**config.mk**
```make
export PLATFORM = sky130hd
export DESIGN_NAME = sar_scan_ctrl
export DESIGN_NICKNAME = d
export VERILOG_FILES = /design/src/rtl/sar_scan_ctrl.sv
export SDC_FILE = /design/constraint.sdc
export NUM_CORES = 1
export LEC_CHECK = 0
export ABC_AREA = 1
export ABC_CLOCK_PERIOD_IN_PS = 2200
export CORE_AREA = 2 2 61 63
export CTS_CLUSTER_SIZE = 40
export DETAILED_ROUTE_END_ITERATION = 8
export DIE_AREA = 0 0 63 65
export PLACE_DENSITY = 0.76
export SLEW_MARGIN = 10
export SYNTH_ARGS = -nofsm -noshare
export SYNTH_HDL_FRONTEND = slang
export SYNTH_SLANG_ARGS = --single-unit
export TNS_END_PERCENT = 1
```
**constraint.sdc**
```tcl
create_clock -name clk -period 2.2 [get_ports clk]
set_input_delay 0.33 -clock clk [delete_from_list [all_inputs] [get_ports clk]]
set_output_delay 0.33 -clock clk [all_outputs]
set_load 0.005 [all_outputs]
```
**src/rtl/sar_scan_ctrl.sv**
```systemverilog
// sar_scan_ctrl: successive-approximation ADC controller with a
// channel-mask scan sequencer, continuous mode and start/abort control.
// Ports: clk, rst (sync, active-high); start, abort, scan_mask, continuous,
// comp_in in; dac_code, mux_sel, track, busy, result, result_ch,
// result_valid, pass_done out.
module sar_scan_ctrl #(
  parameter int WIDTH         = 8,
  parameter int CHANNELS      = 4,
  parameter int SAMPLE_CYCLES = 2,
  parameter int SETTLE        = 0,
  localparam int CW = (CHANNELS > 1) ? $clog2(CHANNELS) : 1
) (
  input  logic                clk,
  input  logic                rst,
  input  logic                start,
  input  logic                abort,
  input  logic [CHANNELS-1:0] scan_mask,
  input  logic                continuous,
  input  logic                comp_in,
  output logic [WIDTH-1:0]    dac_code,
  output logic [CW-1:0]       mux_sel,
  output logic                track,
  output logic                busy,
  output logic [WIDTH-1:0]    result,
  output logic [CW-1:0]       result_ch,
  output logic                result_valid,
  output logic                pass_done
);

  localparam logic [1:0] S_IDLE   = 2'd0;
  localparam logic [1:0] S_SAMPLE = 2'd1;
  localparam logic [1:0] S_CONV   = 2'd2;

  localparam int IW   = $clog2(WIDTH);
  localparam int CMAX = (SAMPLE_CYCLES > SETTLE + 1) ?
                        SAMPLE_CYCLES : SETTLE + 1;
  localparam int CNTW = (CMAX > 1) ? $clog2(CMAX) : 1;

  localparam logic [CNTW-1:0] SMP_LAST = CNTW'(SAMPLE_CYCLES - 1);
  localparam logic [CNTW-1:0] SET_LAST = CNTW'(SETTLE);
  localparam logic [IW-1:0]   MSB      = IW'(WIDTH - 1);

  logic [1:0]          state;
  logic [CHANNELS-1:0] mask_q;
  logic [CW-1:0]       ch;
  logic [WIDTH-1:0]    code;
  logic [IW-1:0]       idx;
  logic [CNTW-1:0]     cnt;

  logic [WIDTH-1:0]    trial;
  logic [WIDTH-1:0]    decided;
  logic                nxt_found;
  logic [CW-1:0]       nxt_ch;

  function automatic logic [CW-1:0] lowest(input logic [CHANNELS-1:0] m);
    logic [CW-1:0] r;
    r = '0;
    for (int c = CHANNELS - 1; c >= 0; c--)
      if (m[c]) r = CW'(c);
    return r;
  endfunction

  // code holds only the bits already decided above idx
  assign trial   = code | (WIDTH'(1) << idx);
  assign decided = comp_in ? trial : code;

  // lowest enabled channel strictly above the current one
  always_comb begin
    nxt_found = 1'b0;
    nxt_ch    = '0;
    for (int c = CHANNELS - 1; c >= 0; c--) begin
      if (mask_q[c] && (c > int'(ch))) begin
        nxt_found = 1'b1;
        nxt_ch    = CW'(c);
      end
    end
  end

  always_ff @(posedge clk) begin
    if (rst) begin
      state        <= S_IDLE;
      mask_q       <= '0;
      ch           <= '0;
      code         <= '0;
      idx          <= '0;
      cnt          <= '0;
      result       <= '0;
      result_ch    <= '0;
      result_valid <= 1'b0;
      pass_done    <= 1'b0;
    end else begin
      result_valid <= 1'b0;
      pass_done    <= 1'b0;
      if (abort) begin
        state <= S_IDLE;
        cnt   <= '0;
      end else begin
        case (state)
          S_IDLE: begin
            if (start && |scan_mask) begin
              mask_q <= scan_mask;
              ch     <= lowest(scan_mask);
              cnt    <= '0;
              state  <= S_SAMPLE;
            end
          end
          S_SAMPLE: begin
            if (cnt == SMP_LAST) begin
              cnt   <= '0;
              idx   <= MSB;
              code  <= '0;
              state <= S_CONV;
            end else begin
              cnt <= cnt + CNTW'(1);
            end
          end
          S_CONV: begin
            if (cnt != SET_LAST) begin
              cnt <= cnt + CNTW'(1);
            end else begin
              cnt <= '0;
              if (idx != '0) begin
                code <= decided;
                idx  <= idx - IW'(1);
              end else begin
                result       <= decided;
                result_ch    <= ch;
                result_valid <= 1'b1;
                if (nxt_found) begin
                  ch    <= nxt_ch;
                  state <= S_SAMPLE;
                end else begin
                  pass_done <= 1'b1;
                  if (continuous) begin
                    ch    <= lowest(mask_q);
                    state <= S_SAMPLE;
                  end else begin
                    state <= S_IDLE;
                  end
                end
              end
            end
          end
          default: state <= S_IDLE;
        endcase
      end
    end
  end

  assign dac_code = (state == S_CONV) ? trial : '0;
  assign mux_sel  = ch;
  assign track    = (state == S_SAMPLE);
  assign busy     = (state != S_IDLE);

endmodule

```
* After elaboration in Yosys (flattened, before gate mapping)
Index checks and enable logic that the tools add are counted.
Storage, ports and cells: input bits 10, RAM bits 0, bits in latches 0, output and inout bits 24, bits in registers 32, word-level logic and storage cells 92, bits in read-only memories 0, memories kept 0
Cells by class: reduce and logical (&&, ||, !) cells 20, add/subtract/negate cells 2, equality and inequality tests 8, shift-type cells 1, order comparisons 3, $mul 0, div/mod/pow operators 0, bitwise gates (word level) 5, multiplexer cells 43
Operator list (number):
- $mux W2 | 20
- $mux W8 | 5
- $pmux W8 S2 | 1
- $mux W1 | 10
- $mux W3 | 3
- $ne A2 B2 Y1 const B | 4
- $or A8 B8 Y8 | 1
- $reduce_and A4 Y1 | 2
- $reduce_or A4 Y1 | 2
- $shl A1 B3 Y8 const A | 1
- $pmux W2 S3 | 1
- $pmux W3 S2 | 1
- $reduce_and A6 Y1 | 1
- $reduce_bool A2 Y1 | 3
- $reduce_bool A3 Y1 | 2
- $reduce_and A5 Y1 | 1
- $reduce_or A5 Y1 | 1
- $gt A2 B2 Y1 const A | 2
- $logic_and A1 B1 Y1 | 4
- $not A1 Y1 | 4
- $pmux W2 S2 | 1
- $ne A3 B3 Y1 const B | 1
- $pmux W1 S3 | 1
- $reduce_and A3 Y1 | 1
- other kinds (9) | 9

* Logic depth before layout (Yosys ltp)
depth in word-level cells 9, depth in mapped cells 10, gate-level depth less buffers 10

* Worst setup path after synthesis
No wires, ideal clock.
path kind register -> register, start register state[0], end register code[2], required time 2.130 ns, path slack 0.656 ns, library setup time 0.070 ns, path buffers 0, cell stages (with the launch flop) 9, arrival 1.474 ns, period minus slack after synthesis 1.544 ns, cell sequence dfxtp_1 -> inv_1 -> ha_1 -> nand2_1 -> o21ai_0 -> nor2_1 -> nand2_2 -> or2_2 -> a21oi_1
On the way: word-level cells in the longest chain between the ends 3, elaborated cells between the ends (all ways) 8, classes of those cells 5 x eq/ne; 1 x mux; 2 x reduce/logical
RTL lines:
- start, declared | line 43 | logic [1:0] state;
- start signal, assigned | line 81 | state <= S_IDLE;
- start signal, assigned | line 95 | state <= S_IDLE;
- start signal, assigned | line 104 | state <= S_SAMPLE;
- $eq A2 B2 Y1 / $eq A2 B1 Y1 (equally long branches) | line 98 | case (state)
- $ne A2 B2 Y1 (no source line) (tied with other cells)
- $reduce_and A5 Y1 (no source line)
- end signal, assigned | line 123 | code <= decided;
- end, declared | line 46 | logic [WIDTH-1:0] code;
Several ways; a longest one is shown, not always the timed one. A chain may end at the register's enable or synchronous reset.

* Final worst setup path
start register state[0], end output port dac_code[1]
On the way: word-level cells in the longest chain between the ends 2
RTL lines:
- $eq A2 B2 Y1 | line 150 | assign dac_code = (state == S_CONV) ? trial : '0;
- $mux W8 | line 150
- end, declared | line 20 | output logic [WIDTH-1:0] dac_code,
Every way passes these cells.

==> flow_summary_export.csv <==
group,metric,value,unit
worst_setup_path,crit_chain,"inv_2 > ha_4 > inv_2 > a21oi_1 > clkdlybuf4s50_1",
synth,synth.ff_latch_count,32,
grt,grt_pass1_vias,1491,
synth,syn_inst,231,
grt,use_met2,32.8,%
sta,tns,0,ps
grt,gr-total-overflow,0,
hold_path,hp-class,"reg2reg",
detailed_routing,viasPerCell,5.10,
worst_setup_path,crit_slowest_cell,"clkdlybuf4s50_1",
synth,yosysWarningCount,0,
clock_network,clk_pin_slew,110,ps
power,p_leak,0.000854,uW
placed_design,gp_congestion,0.811,
power,power_density,636,nW/um^2
die,die_h,65,um
worst_setup_path,cp_common_cell,"inv_2",
sta,setup_viol,0,
layout,drive_gt1_share,10.8,%
die,placementRows,22,
clock_network,clock-root-buffer,"clkbuf_4",
worst_setup_path,max_stage_delay,530,ps
synth,synthTopCellsByCount,"nand2_1 (37), nor2_1 (36), a21oi_1 (32), dfxtp_1 (32), inv_1 (26)",
detailed_routing,first_iter_violations,105,
clock_network,ctsHoldBuffers,0,
synth,synth-main-ff-cell,"dfxtp_1",
clock_network,clkSinkCount,32,
synth,ys_types,25,
synth,synth_nets,251,
sta,fin_hold_ws,481,ps
grt,use_met3,5.03,%
clock_network,clock_latency,340,ps
worst_setup_path,end_kind,"output port",
grt,antenna_found_initial,0,
status,status,"finished clean",
synth,synth-async-reset-ratio,0,%
synth,synthesis.area,1640,sq um
sta,finalHoldViolCount,0,
sta,drv_slew,0,
sta,rsz0062_at_grt,"true",
flow_run,drv_cap,0,
detailed_routing,wl,3680,um
grt,grt_pass1_wl,6400,um
placed_design,dp_hpwl,2690,um
die,boundaryPins,34,
synth,synthTopCellsByArea,"dfxtp_1 (39%), a21oi_1 (9.8%), nand2_1 (8.5%), nor2_1 (8.2%), ha_1 (7.6%)",
worst_setup_path,crit_required,1870,ps
clock_network,tritoncts,"built",
synth,avgSynthCellArea,7.10,sq um
die,dieArea,4100,sq um
worst_setup_path,cp.arrival,1800,ps
clock_network,clockBufferDepth,2,
detailed_routing,dr.pass1.iters,4,
worst_setup_path,startpoint_type,"flop",
layout,synthToLayoutAreaGrowth,29.5,%
worst_setup_path,crit_type,"reg2out",
placed_design,port_buffers,33,
power,irDropWorstVdd,0.459,mV
clock_network,numCtsBuffers,5,
clock_network,ctsResizeCount,2,
detailed_routing,vias,1618,
die,initial_core_util,46.9,%
clock_network,postCtsSetupBuffers,0,
sta,relSlewSlack,67.1,%
grt,grt_usage,19.6,%
synth,synth_top_area_share,39.1,%
sta,skew,9.44,ps
clock_network,cts_htree_levels,2,
sta,max_freq,0.469,GHz
layout,diodes,0,
detailed_routing,drt-wirelength-per-cell,11.6,um
synth,synth_edf_count,0,
sta,setup_slack,65.8,ps
synth,yosysMostFrequentCell,"nand2_1",
layout,final_util,60.8,%
synth,yosysSeqAreaShare,39.1,%
grt,grt_max_degree,19,
grt,grt_use_met1,23.6,%
sta,period_share,97.0,%
worst_setup_path,cp_max_fo,14,
detailed_routing,postRouteAntennaNets,0,
grt,busiest_layer,"met2",
sta,finalCriticalPeriod,2130,ps
placed_design,pre_cts_ws,281,ps
layout,num-nets-final,288,
sta,tightestPinTransition,493,ps
synth,yosys.area.top_type,"dfxtp_1",
die,core_area,3500,sq um
detailed_routing,drc,0,
die,die_w,63,um
power,p_total,1350,uW
## report_power, final
part	switching, uW	internal [uW]
combinational	144	111
clock	224	237
sequential	26.7	608
total	395	956
## worst max-delay path, delay by kind of cell, from the launching register on
kind | cells | cell delay [ps]
buffers and inverters | 3 | 760
flip-flops | 1 | 360
AO/OA/AOI/OAI | 1 | 150
adder cells (fa/ha/maj) | 1 | 180
## per-layer routing
metal,vias to the layer above,share of wire (%),routed length [um]
li1,827,-,-
met1,739,46,1700
met2,44,47,1720
met3,8,4.9,182
met4,0,2.1,78
met5,-,0,0
## final timing paths
kind	from	to	slack (ps)	depth (start not counted)
max	state[0]	dac_code[1]	70	5
min	idx[0]	idx[0]	480	1
max reg2reg	state[1]	code[3]	430	8
min reg2reg	idx[0]	idx[0]	480	1
## per-stage QoR
| stage | instances | instance area (sq um) |
|---|---|---|
| finish | 317 | 2120 |
| global route | 317 | 2120 |
| CTS | 317 | 2110 |
| detailed placement | 309 | 2020 |
| global placement | 309 | 2020 |
| floorplan | 231 | 1640 |
## cell usage in the layout (no fill, tap or decap), types with 5 or more instances in the layout
cell type / synthesis / routed
inv_1: 26 / 25
o21ai_0: 18 / 18
a21oi_1: 32 / 30
nand3_1: 7 / 7
dfxtp_1: 32 / 31
nor2_1: 36 / 36
clkdlybuf4s50_1: 0 / 33
ha_1: 10 / 6
nand4_1: 5 / 5
nand2_1: 37 / 37
inv_2: 4 / 5
clkbuf_4: 0 / 5
## registers in the layout, indices dropped and copies added (netlist names), 2 cells and up
signal and cells:
code 8, idx 3, mask_q 4, mux_sel 2, result 8, result_ch 2
state 2
## logic make-up after synthesis
group,share of synthesized area [%]
adders and majority gates,7.63
buffers and inverters,8.70
AOI/OAI and AO/OA,19.0
and+or+nand+nor,25.6
DFF,39.1
## cell type report
| cell class | count | area [sq um] |
|---|---|---|
| Sequential cell | 32 | 642 |
| Timing Repair Buffer | 35 | 345 |
| Clock inverter | 3 | 42.5 |
| Multi-Input combinational cell | 164 | 885 |
| Fill cell | 336 | 1370 |
| Tap cell | 48 | 60.1 |
| Clock buffer | 5 | 37.5 |
| Inverter | 30 | 113 |
No activity file was read; power rests on OpenSTA's default activity.
